--- src/rtl/bin2bcd_seq.sv ---
// Sequential binary-to-BCD converter (shift-add-3) that streams decimal digits MSD first.
// Latency BIN_W cycles from start to first digit; dig_valid holds its digit stable while dig_ready is low.
module bin2bcd_seq #(
  parameter int BIN_W  = 14,
  parameter int DIGITS = 4,
  parameter bit LZB    = 1'b0
) (
  input  logic             clk,
  input  logic             rst_n,
  input  logic             start,
  input  logic [BIN_W-1:0] bin_in,
  output logic             busy,
  output logic             dig_valid,
  input  logic             dig_ready,
  output logic [3:0]       dig_out,
  output logic             dig_last,
  output logic             overflow
);

  localparam int BW = 4 * DIGITS;
  localparam int IW = (DIGITS > 1) ? $clog2(DIGITS) : 1;
  localparam int CW = (BIN_W > 1) ? $clog2(BIN_W) : 1;
  localparam logic [BIN_W-1:0] MAXV = BIN_W'(10**DIGITS - 1);

  typedef enum logic [1:0] {IDLE, CONVERT, EMIT} state_t;

  state_t           state;
  logic [BIN_W-1:0] bin_r;
  logic [BW-1:0]    bcd;
  logic [BW-1:0]    adj;
  logic [BW-1:0]    bcd_nxt;
  logic [CW-1:0]    cnt;
  logic [IW-1:0]    idx;
  logic             ovf_r;

  // One double-dabble step: correct nibbles >= 5, then shift the next binary bit in.
  always_comb begin
    adj = bcd;
    for (int j = 0; j < DIGITS; j++) begin
      if (adj[4*j +: 4] >= 4'd5) adj[4*j +: 4] = adj[4*j +: 4] + 4'd3;
    end
    bcd_nxt = {adj[BW-2:0], bin_r[BIN_W-1]};
  end

  // Digit i as presented: overflow code, blanked leading zero, or the BCD nibble.
  function automatic logic [3:0] digit_fn(input logic [BW-1:0] b, input int i, input logic ovf);
    logic       allz;
    logic [3:0] d;
    allz = 1'b1;
    d    = 4'h0;
    for (int j = 0; j < DIGITS; j++) begin
      if (j >= i && b[4*j +: 4] != 4'h0) allz = 1'b0;
      if (j == i) d = b[4*j +: 4];
    end
    if (ovf)                         digit_fn = 4'hE;
    else if (LZB && allz && i != 0)  digit_fn = 4'hF;
    else                             digit_fn = d;
  endfunction

  always_ff @(posedge clk or negedge rst_n) begin
    if (!rst_n) begin
      state     <= IDLE;
      bin_r     <= '0;
      bcd       <= '0;
      cnt       <= '0;
      idx       <= '0;
      ovf_r     <= 1'b0;
      busy      <= 1'b0;
      dig_valid <= 1'b0;
      dig_out   <= 4'h0;
      dig_last  <= 1'b0;
      overflow  <= 1'b0;
    end else begin
      case (state)
        IDLE: begin
          if (start) begin
            bin_r <= bin_in;
            bcd   <= '0;
            ovf_r <= (bin_in > MAXV);
            cnt   <= CW'(BIN_W - 1);
            busy  <= 1'b1;
            state <= CONVERT;
          end
        end
        CONVERT: begin
          bcd   <= bcd_nxt;
          bin_r <= {bin_r[BIN_W-2:0], 1'b0};
          if (cnt == '0) begin
            // Final shift: present the MSD of the finished result on this same edge.
            state     <= EMIT;
            idx       <= IW'(DIGITS - 1);
            dig_valid <= 1'b1;
            dig_out   <= digit_fn(bcd_nxt, DIGITS - 1, ovf_r);
            dig_last  <= (DIGITS == 1);
            overflow  <= ovf_r;
          end else begin
            cnt <= cnt - 1'b1;
          end
        end
        EMIT: begin
          if (dig_ready) begin
            if (dig_last) begin
              state     <= IDLE;
              busy      <= 1'b0;
              dig_valid <= 1'b0;
              dig_last  <= 1'b0;
              overflow  <= 1'b0;
              dig_out   <= 4'h0;
            end else begin
              idx      <= idx - 1'b1;
              dig_out  <= digit_fn(bcd, int'(idx) - 1, ovf_r);
              dig_last <= (idx == IW'(1));
            end
          end
        end
        default: state <= IDLE;
      endcase
    end
  end

endmodule

--- config.mk ---
export PLATFORM = sky130hd
export DESIGN_NAME = bin2bcd_seq
export DESIGN_NICKNAME = d
export VERILOG_FILES = /design/src/rtl/bin2bcd_seq.sv
export SDC_FILE = /design/constraint.sdc
export NUM_CORES = 1
export LEC_CHECK = 0
export ABC_AREA = 1
export BUFFER_PORTS_ARGS = -buffer_cell sky130_fd_sc_hd__buf_2
export CAP_MARGIN = 20
export CELL_PAD_IN_SITES_DETAIL_PLACEMENT = 1
export CELL_PAD_IN_SITES_GLOBAL_PLACEMENT = 1
export CORE_MARGIN = 3
export CORE_UTILIZATION = 44
export CTS_CLUSTER_DIAMETER = 150
export DETAILED_ROUTE_END_ITERATION = 10
export GPL_TIMING_DRIVEN = 0
export PLACE_DENSITY = 0.92
export SLEW_MARGIN = 20
export SYNTH_ARGS = -nofsm -noshare
export SYNTH_HDL_FRONTEND = slang
export SYNTH_SLANG_ARGS = --single-unit
export TNS_END_PERCENT = 20
--- constraint.sdc ---
create_clock -name clk -period 1.68 [get_ports clk]
set_clock_uncertainty 0.1 [all_clocks]
set_input_delay 0.084 -clock clk [delete_from_list [all_inputs] [get_ports clk]]
set_output_delay 0.084 -clock clk [all_outputs]
set_load 0.05 [all_outputs]
Yosys cells after proc, flatten, opt, wreduce, memory -nomap -nowiden

Cells that the tools add are included.
Widths: inputs -> output; s select.

Register bits: 47
Bits in latches: 0
Memory bits (writable): 0
Bits in read-only memories: 0
Input bits: 18
Word-level logic and storage cells: 91
Memories kept: 0

Add/subtract/negate cells: 7
$mul: 0
Div/mod/pow operators: 0
Magnitude comparators: 5
Eq/ne operators: 12
Shifts and indexed selects: 0
Mux-type cells: 42
Bitwise logic cells: 0
Reduce and logical (&&, ||, !) cells: 14

Operator list:

| operator             | count |
|---|---|
| $mux 4               | 14 |
| $logic_not 32->1     | 1 |
| $pmux 16 s2          | 1 |
| $pmux 14 s2          | 1 |
| $ge 4x3->1 const B   | 4 |
| $mux 16              | 1 |
| $pmux 4 s2           | 2 |
| $reduce_and 4->1     | 4 |
| $gt 14x14->1 const B | 1 |
| $mux 14              | 1 |
| $mux 2               | 7 |
| $add 4x2->4 const B  | 3 |
| $ne 2x2->1 const B   | 6 |
| $mux 1               | 8 |
| $pmux 1 s2           | 4 |
| $eq 3x3->1 const A   | 2 |
| $pmux 2 s3           | 1 |
| $reduce_and 3->1     | 2 |
| $reduce_bool 2->1    | 3 |
| $eq 2x1->1 const B   | 2 |
| $logic_not 4->1      | 1 |
| $pmux 2 s2           | 1 |
| $reduce_and 2->1     | 2 |
| $sub 4x1->4 const B  | 1 |
| other kinds (7)      | 7 |

Depth between registers and ports, before layout

Gate-level depths: netlist of the first run.

Depth after elaboration: 10
Gate-level depth with buffers: 9
Gate-level depth less buffers: 9

Worst setup path after synthesis of the first run

No wires, ideal clock.

Kind: flip-flop to flip-flop
From: register cnt[0]
To: register overflow
Setup time: 0.129 ns
Arrival: 1.199 ns
Required time: 1.451 ns
Slack: 0.252 ns
Stages on the path, launching flop included: 8
Buffers on the path: 0
Path through: dfrtp_1 > inv_1 > ha_1 > nand3_1 > nor2_1 > nor2_4 > o21ai_0 > o21ai_0

Longest elaborated chain between the ends: 3

Ends and longest elaborated chain:

| what                              | RTL line | source |
|---|---|---|
| start: declaration                | 32       | `logic [CW-1:0] cnt;` |
| start signal: assignment          | 80       | `cnt <= CW'(BIN_W - 1);` |
| start signal: assignment          | 97       | `cnt <= cnt - 1'b1;` |
| $logic_not 4->1                   | 88       | `if (cnt == '0) begin` |
| $ne 2x2->1 (no source line)       | --       |  |
| $reduce_and 4->1 (no source line) | --       |  |
| end signal: assignment            | 95       | `overflow <= ovf_r;` |
| end: declaration                  | 17       | `output logic overflow` |

Every way passes these cells.
A chain may end at the register's enable or synchronous reset.

Final worst setup path of the first run

From: register bcd[0]
To: register bcd[1]

Longest elaborated chain between the ends: 3
Elaborated cells between the ends (all ways): 4
Classes of those cells: add/sub: 1; order compare: 1; mux: 2

Ends and longest elaborated chain:

| what                                             | RTL line | source |
|---|---|---|
| start: declaration                               | 29       | `logic [BW-1:0] bcd;` |
| start signal: assignment                         | 86       | `bcd <= bcd_nxt;` |
| $add 4x2->4 / $ge 4x3->1 (equally long branches) | 40       | `if (adj[4*j +: 4] >= 4'd5) adj[4*j +: 4] = adj[4*j +: 4] + 4'd3;` |
| $mux 4 *                                         | 40       |  |
| $pmux 16 s2 *                                    | 74       | `case (state)` |

Mark *: on every way between the ends. The rest lies on a longest branch, timed or not.

==> parameters.txt, run 1 <==
Parameter                              Value

Run status
  Run status ... completed

Power
  Combinational group share of total power ... between 50 and 60%
  Total power consumption of the routed design ... 6.479 mW
  Worst vdd ir ... 0.9100 mV
  Net load switching power ... 3.231 mW
  Pwr/cell area ... 2169 nW/µm²
  Internal power contribution ... 3.248 mW
  Net switching fraction of the power ... around 50%
  Leak Pwr ... 1.520 nW
  Sequential power share ... 32.7%
  Clock network fraction of total power ... 10.2%

STA
  Number of hold violations in the final report ... 0
  Final setup viols ... 0
  RSZ-0062 raised after global routing ... true
  Worst slew margin relative to its limit ... 58.98%
  Maximum clock frequency ... 632.5 MHz
  Post-layout minimum cycle time ... 1.581 ns
  Max Slew Vio Count ... 0
  Fin crit share ... a little over nine tenths
  Least-Margin Pin Slew ... 0.6153 ns

Die
  Placement Rows ... 27
  Overall die height ... 82.45 µm
  Die W ... 82.45 µm
  Die area ... between 6000 and 7000 µm²
  Number of I/O pins ... 26
  Initial core utilization ... 46.13%
  Area inside the core boundary ... ~5600 µm²

Logic synthesis
  Part of the Yosys area used for sequential elements ... roughly 46%
  Prevailing post-synth register cell ... dfrtp_1
  Flop and latch count out of synthesis ... 47
  Library cell occupying the most area in the post-synthesis netlist ... dfrtp_1
  Most used standard cell by instance count after synthesis ... nand2_1
  Synthesized netlist net count ... 353
  Syn Inst Count ... 322
  Number of synthesized flops with an enable pin ... 0
  Number of distinct library cell variants in the gate-level netlist after synthesis ... 25
  Number of synthesis warnings ... 0
  Asr flop ratio synth ... 100.0%
  Fraction of post-synthesis cell area in the top cell type by area ... 45.74%
  Most numerous cell types in the synthesized netlist ... 65 x nand2_1, 47 x dfrtp_1, 46 x inv_1
  Cell Area, Synth ... 2571 µm²
  Mean instance size in the synthesized netlist ... around 8.0 µm²
  Top area cells in the synthesized netlist ... dfrtp_1 46%, nand2_1 9.5%, inv_1 6.7%

Worst setup path
  Launch point of the worst reg-to-reg path ... bcd[0]$_DFFE_PN0P_
  CP Data Required Time ... 1.75 ns
  Cell family with most CP delay ... flip-flops
  Critical-path cell list ... inv_1, ha_1, nor2_1, nor2_1, inv_2, a21oi_1, o21ai_0, o21ai_0
  Critical path data arrival time ... 1.66 ns
  Register-to-register path setup slack ... 0.1 ns
  Sum of buffers and inverters on the critical path ... 2
  Cell count of the worst reg-to-reg path ... 8
  Maximum fanout along the worst path ... 6
  Kind of start point of the critical path ... flip-flop
  Largest stage delay on the critical path ... 0.43 ns
  Capturing element type of the critical path ... flip-flop
  CP max-delay cell ... dfrtp_1
  Reg2reg end ... bcd[1]$_DFFE_PN0P_
  Kind of critical path ... flip-flop to flip-flop

Detailed routing
  Met2 wirelength from detailed routing ... 3627 µm
  Post-DR wirelength/cell ... 15.71 µm
  Remaining design rule violation count ... 0
  Met1 WL ... 2893 µm
  Met3 routed wirelength ... 247 µm
  Number of optimization iterations in the first detailed-route pass ... 4
  Highest layer used for signal routing ... met4
  DR vias ... 2322
  Antenna violation net count after detailed routing ... 0
  Initial drt markers ... 110
  Vias per inst ... 5.338
  Sum of routed wire length over all layers ... 6832 µm

Clock network
  Buffers from clock root to sink, at most ... 2
  TritonCTS sink count ... 47
  CTS tree ... done
  Clock latency on the worst-skew pair ... roughly 0.30 ns
  Num CTS Buffers ... 5
  Clock tree root driver cell ... clkbuf_8
  H-tree depth ... 2
  Clock slew at reported path FFs ... ~0.080 ns

Layout
  Share of post-route cells with drive strength above 1 ... between 15 and 20%
  Filler Cells Inserted ... 709
  Final antenna diode count ... 0
  Total non-filler cell area in the finished layout ... around 3000 µm²
  Growth of design area from synthesis to finish ... 16.16%
  Final-stage net count ... 395

Global routing
  Pin count of the biggest net entering global routing ... 48
  Total Routing Usage GR ... 21.91%
  Number of antenna violations at the first check in global routing ... 0
  Total global routing overflow ... 0
  Via count of the first global-routing pass ... 2427
  First-pass GRT wire length ... roughly 11000 µm

Placed design
  Port bufs ... 25
  Weighted congestion reported at the end of routability-driven placement ... between 0.7 and 0.8
  Detailed-placement wirelength estimate ... 4888 µm
  Cell area after placement ... approximately 2800 µm²

Worst hold path
  WHS Path Cells ... 3
  Hold path startpoint ... bin_in[5]
  Worst hold endpoint ... bin_r[5]$_DFFE_PN0P_
  Type of the worst min-delay path ... input pin to flip-flop

Run
  Max capacitance violation total ... 0
## worst register-to-register path, delay by kind of cell (launching register included)
kind / cells / cell delay [ns]
compound gates: 3 / 0.28
fa+ha+maj: 1 / 0.21
buf+inv: 2 / 0.19
flops: 1 / 0.43
simple gates: 2 / 0.24
## cells in the final DEF, fill, tap and decap left out, types with 2 or more instances in the layout
master         count
o22ai_1            4
o221a_2            2
inv_1             44
ha_1              11
nand2_1           64
o211ai_1           7
inv_2              5
buf_4              4
o21ai_0           30
nand3_1           14
nand3_2            2
o31ai_1            3
dfrtp_1           46
ha_2               2
buf_2             29
clkbuf_8           5
dlygate4sd3_1      8
nor2_2             2
nand4_1            5
xor2_1             3
nor2_1            23
a21oi_1           15
o21ai_1           23
nand2_2            4
nor2_4             2
## area by class of cell
cell class | instances | area [µm²] | area share, %
plain buffers | 7 | 43.79 | 1.466
clock buffers | 5 | 68.82 | 2.304
clock inverters | 1 | 7.507 | 0.2514
inverters | 49 | 183.9 | 6.158
multi-input cells | 219 | 1192 | 39.92
flip-flops and latches | 47 | 1177 | 39.42
well taps | 72 | 90.09 | 3.016
repair buffers | 35 | 222.7 | 7.457
## routing by layer
metal  GRT usage, %  up-vias
met5              0        -
met4          5.482        0
met3          3.905        5
met2          39.98       32
met1          26.43     1143
li1               -     1142
## sequential cells by signal, summed over array words and instances, names as in the netlist
signal / flops
bcd: 16
bin_r: 14
cnt: 4
dig_out: 4
idx: 2
state: 2
busy: 1
dig_last: 1
dig_valid: 1
overflow: 1
ovf_r: 1
## what timing repair did
action	4_1_cts	5_1_grt
resized for setup	2	10
endpoints found under the hold margin	55	0
pin swaps	0	1
hold buffers	8	0
buffers inserted	0	2
setup endpoints to repair	3	14
cloned	0	0
## kinds of logic (layout without fill, tap and decap cells)
kind of cell             after synthesis  after routing  share of synthesized area, %
adder cells (fa/ha/maj)               13             13                         6.326
AND/OR/NAND/NOR                      116            116                         18.98
flip-flops                            47             47                         45.74
buffers and inverters                 56             97                         8.857
XOR/XNOR                               3              3                         1.022
AO/OA/AOI/OAI                         87             87                         19.08
## power by group through the flow
stage / clock (mW) / sequential (mW) / combinational (mW)
floorplan: 0 / 2.33 / 2.39
finish: 0.658 / 2.12 / 3.70
global placement: 0 / 2.09 / 3.36
global route: 0.726 / 2.19 / 4.23
CTS: 0.674 / 2.11 / 3.66
detailed placement: 0 / 2.12 / 3.60
## metrics by stage
stage / std cells / setup WS (ns) / TNS (ns) / hold slack, ns / util [%]
floorplan: 322 / 0.2522 / 0 / -0.3116 / -
global placement: 419 / 0.07390 / 0 / 0.2152 / 49.99
detailed placement: 419 / -0.08624 / -0.08624 / 0.2200 / 49.99
CTS: 433 / 0.02309 / 0 / 0.007258 / 52.93
global route: 435 / -0.02948 / -0.05535 / 0.01404 / 53.58
finish: 435 / 0.09899 / 0 / 0.005500 / 53.58
## worst max path at each step
stage,startpoint,end,slack (ns),depth (start not counted)
floorplan,cnt[0]$_DFFE_PN0P_,overflow$_DFFE_PN0P_,0.25,7
global placement,cnt[0]$_DFFE_PN0P_,overflow$_DFFE_PN0P_,0.07,7
detailed placement,cnt[0]$_DFFE_PN0P_,dig_valid$_DFFE_PN0P_,-0.09,7
CTS,cnt[0]$_DFFE_PN0P_,dig_valid$_DFFE_PN0P_,0.02,7
global route,cnt[0]$_DFFE_PN0P_,idx[0]$_DFFE_PN0P_,-0.03,8
finish,bcd[0]$_DFFE_PN0P_,bcd[1]$_DFFE_PN0P_,0.1,8
Note: power is estimated with default switching activity, not from simulation.
==> inputs of run 2 (changes only) <==
--- a/config.mk
+++ b/config.mk
@@ -16,6 +16,7 @@
 export DETAILED_ROUTE_END_ITERATION = 10
 export GPL_TIMING_DRIVEN = 0
 export PLACE_DENSITY = 0.92
+export RECOVER_POWER = 100
 export SLEW_MARGIN = 20
 export SYNTH_ARGS = -nofsm -noshare
 export SYNTH_HDL_FRONTEND = slang
==> run 2 against run 1 <==
Effect of this change: setup slack is essentially flat; sequential power is essentially flat; clock power is essentially flat; register-to-register slack hardly changed; largest cell class unchanged; largest power group unchanged.
==> parameters.txt, run 2 (synthesis gave the netlist of run 1 again) <==
Parameter                              Value

Run status
  Run status ... completed

STA
  RSZ-0062 raised after global routing ... true
  Max Slew Vio Count ... 0 (unchanged)
  Least-Margin Pin Slew ... 0.6151 ns (-0.0001524 ns)
  Number of hold violations in the final report ... 0 (unchanged)
  Maximum clock frequency ... 632.5 MHz (about the same)
  Fin crit share ... 94.10% (about the same)
  Worst slew margin relative to its limit ... 58.99% (about the same)
  Final setup viols ... 0 (unchanged)
  Post-layout minimum cycle time ... 1.581 ns (-0.00006440 ns)
  Post-route worst setup slack ... 0.09906 ns (+0.00006440 ns)

Global routing
  Via count of the first global-routing pass ... 2427 (unchanged)
  Pin count of the biggest net entering global routing ... 48 (unchanged)
  Number of antenna violations at the first check in global routing ... 0 (unchanged)
  Total Routing Usage GR ... 21.91% (unchanged)
  Total global routing overflow ... 0 (unchanged)
  First-pass GRT wire length ... 11300 µm (unchanged)

Worst hold path
  Type of the worst min-delay path ... input pin to flip-flop

Clock network
  Num CTS Buffers ... 5 (unchanged)
  Clock latency on the worst-skew pair ... 0.30 ns (about the same)
  TritonCTS sink count ... 47 (unchanged)
  CTS tree ... done
  H-tree depth ... 2 (unchanged)
  Buffers from clock root to sink, at most ... 2 (unchanged)
  Clock tree root driver cell ... clkbuf_8
  Clock slew at reported path FFs ... 0.08 ns (about the same)

Placed design
  Placed Cells ... 419 (unchanged)
  Place WS ... -0.08624 ns (unchanged)
  Port bufs ... 25 (unchanged)
  Weighted congestion reported at the end of routability-driven placement ... 0.7812 (unchanged)
  Detailed-placement wirelength estimate ... 4888 µm (unchanged)

Die
  Overall die height ... 82.45 µm (unchanged)
  Area inside the core boundary ... 5574 µm² (unchanged)
  Placement Rows ... 27 (unchanged)
  Die area ... 6797 µm² (unchanged)
  Initial core utilization ... 46.13% (unchanged)
  Die W ... 82.45 µm (unchanged)
  Number of I/O pins ... 26 (unchanged)

Worst setup path
  Capturing element type of the critical path ... flip-flop
  Critical path data arrival time ... 1.65 ns (about the same)
  Kind of start point of the critical path ... flip-flop
  Kind of critical path ... flip-flop to flip-flop
  Maximum fanout along the worst path ... 6 (unchanged)
  CP Data Required Time ... 1.75 ns (about the same)

Layout
  Share of post-route cells with drive strength above 1 ... 14.33% (-2.2 points)
  Commonest non-fill, non-tap cell in the layout ... nand2_1
  Leading registers by flop count ... bcd: 16 flops, bin_r: 14 flops
  Area taken by flip-flops and latches ... 1177 µm² (unchanged)
  Number of cells in the finished layout apart from fillers ... 435 (unchanged)
  Number of flip-flops in the largest register ... 16 (unchanged)
  Growth of design area from synthesis to finish ... 15.77%
  Final-stage net count ... 395 (unchanged)
  Final antenna diode count ... 0 (unchanged)
  Footprint of the multi-input gates ... 1192 µm² (unchanged)
  Filler Cells Inserted ... 716 (+0.99%)
  Leading cell types in the layout, fill and taps excluded ... 64 x nand2_1, 46 x dfrtp_1, 44 x inv_1
  Register with the highest flop count ... bcd

Detailed routing
  DR vias ... 2323 (+0.043%)
  Remaining design rule violation count ... 0 (unchanged)
  Antenna violation net count after detailed routing ... 0 (unchanged)
  Post-DR wirelength/cell ... 15.72 µm (+0.12%)
  Sum of routed wire length over all layers ... 6840 µm (+0.12%)
  Vias per inst ... 5.340 (about the same)
  Initial drt markers ... 126 (+15%)
  Number of optimization iterations in the first detailed-route pass ... 4 (unchanged)

Power
  Total power consumption of the routed design ... 6.458 mW (-0.32%)
  Pwr/cell area ... 2170 nW/µm² (about the same)
  Leak Pwr ... 1.495 nW (-1.6%)
  Worst vdd ir ... 0.9109 mV (+0.10%)

Run
  Max capacitance violation total ... 0 (unchanged)
[run 2: cell types whose count changed in the layout (fill, tap and decap cells not counted)]
cell	previous run	this run
buf_2	29	21
clkbuf_1	0	8
[run 2: critical path: stages (launching register included)]
cell,delay [ns]
dfrtp_1,0.43
inv_1,0.10
ha_1,0.21
nor2_1,0.16
nor2_1,0.08
inv_2,0.09
a21oi_1,0.07
o21ai_0,0.08
o21ai_0,0.13
[run 2: timing repair]
item,in CTS,in global routing
pin swaps,0,1
gates resized for setup,2,10
setup endpoints to repair,3,14
hold buffers,8,0
hold endpoints to repair,55,0
setup buffers,0,2
[run 2: path summary, 6_finish.rpt]
check                              startpoint                   end  slack, ns  depth (start not counted)
hold / removal                      bin_in[5]  bin_r[5]$_DFFE_PN0P_      0.005                          3
hold reg to reg              busy$_DFFE_PN0P_      busy$_DFFE_PN0P_       0.39                          2
max in group asynchronous               rst_n    bcd[4]$_DFFE_PN0P_       0.81                          2
min in group asynchronous               rst_n   bcd[11]$_DFFE_PN0P_       0.23                          2
setup reg to reg           bcd[0]$_DFFE_PN0P_    bcd[1]$_DFFE_PN0P_        0.1                          8
setup / recovery           bcd[0]$_DFFE_PN0P_    bcd[1]$_DFFE_PN0P_        0.1                          8
[run 2: per-layer routing]
metal,vias up,GRT usage (%),wire length (µm)
li1,1142,-,-
met3,5,3.905,250
met2,35,39.98,3628
met4,0,5.482,64
met1,1141,26.43,2897
met5,-,0,0
[run 2: area by class of cell]
class	count	share of cell area, %
multi-input cells	219	40.06
inverters	49	6.179
flip-flops and latches	47	39.55
well taps	72	3.026
clock buffers	5	2.312
plain buffers	7	1.471
repair buffers	35	7.146
clock inverters	1	0.2522
[run 2: per-stage QoR]
stage               cell area (µm²)  hold WS [ns]  utilization, %  setup TNS [ns]
floorplan                      2571       -0.3116               -               0
detailed placement             2786        0.2200           49.99        -0.08624
global route                   2977       0.01404           53.40        -0.05535
finish                         2977      0.005486           53.40               0
global placement               2786        0.2152           49.99               0
CTS                            2950      0.007258           52.93               0
[run 2: power by group]
group | internal, mW | total, mW | switching (mW)
logic | 1.23 | 3.68 | 2.45
registers | 1.71 | 2.12 | 0.407
clock network | 0.277 | 0.658 | 0.381
total | 3.22 | 6.46 | 3.24
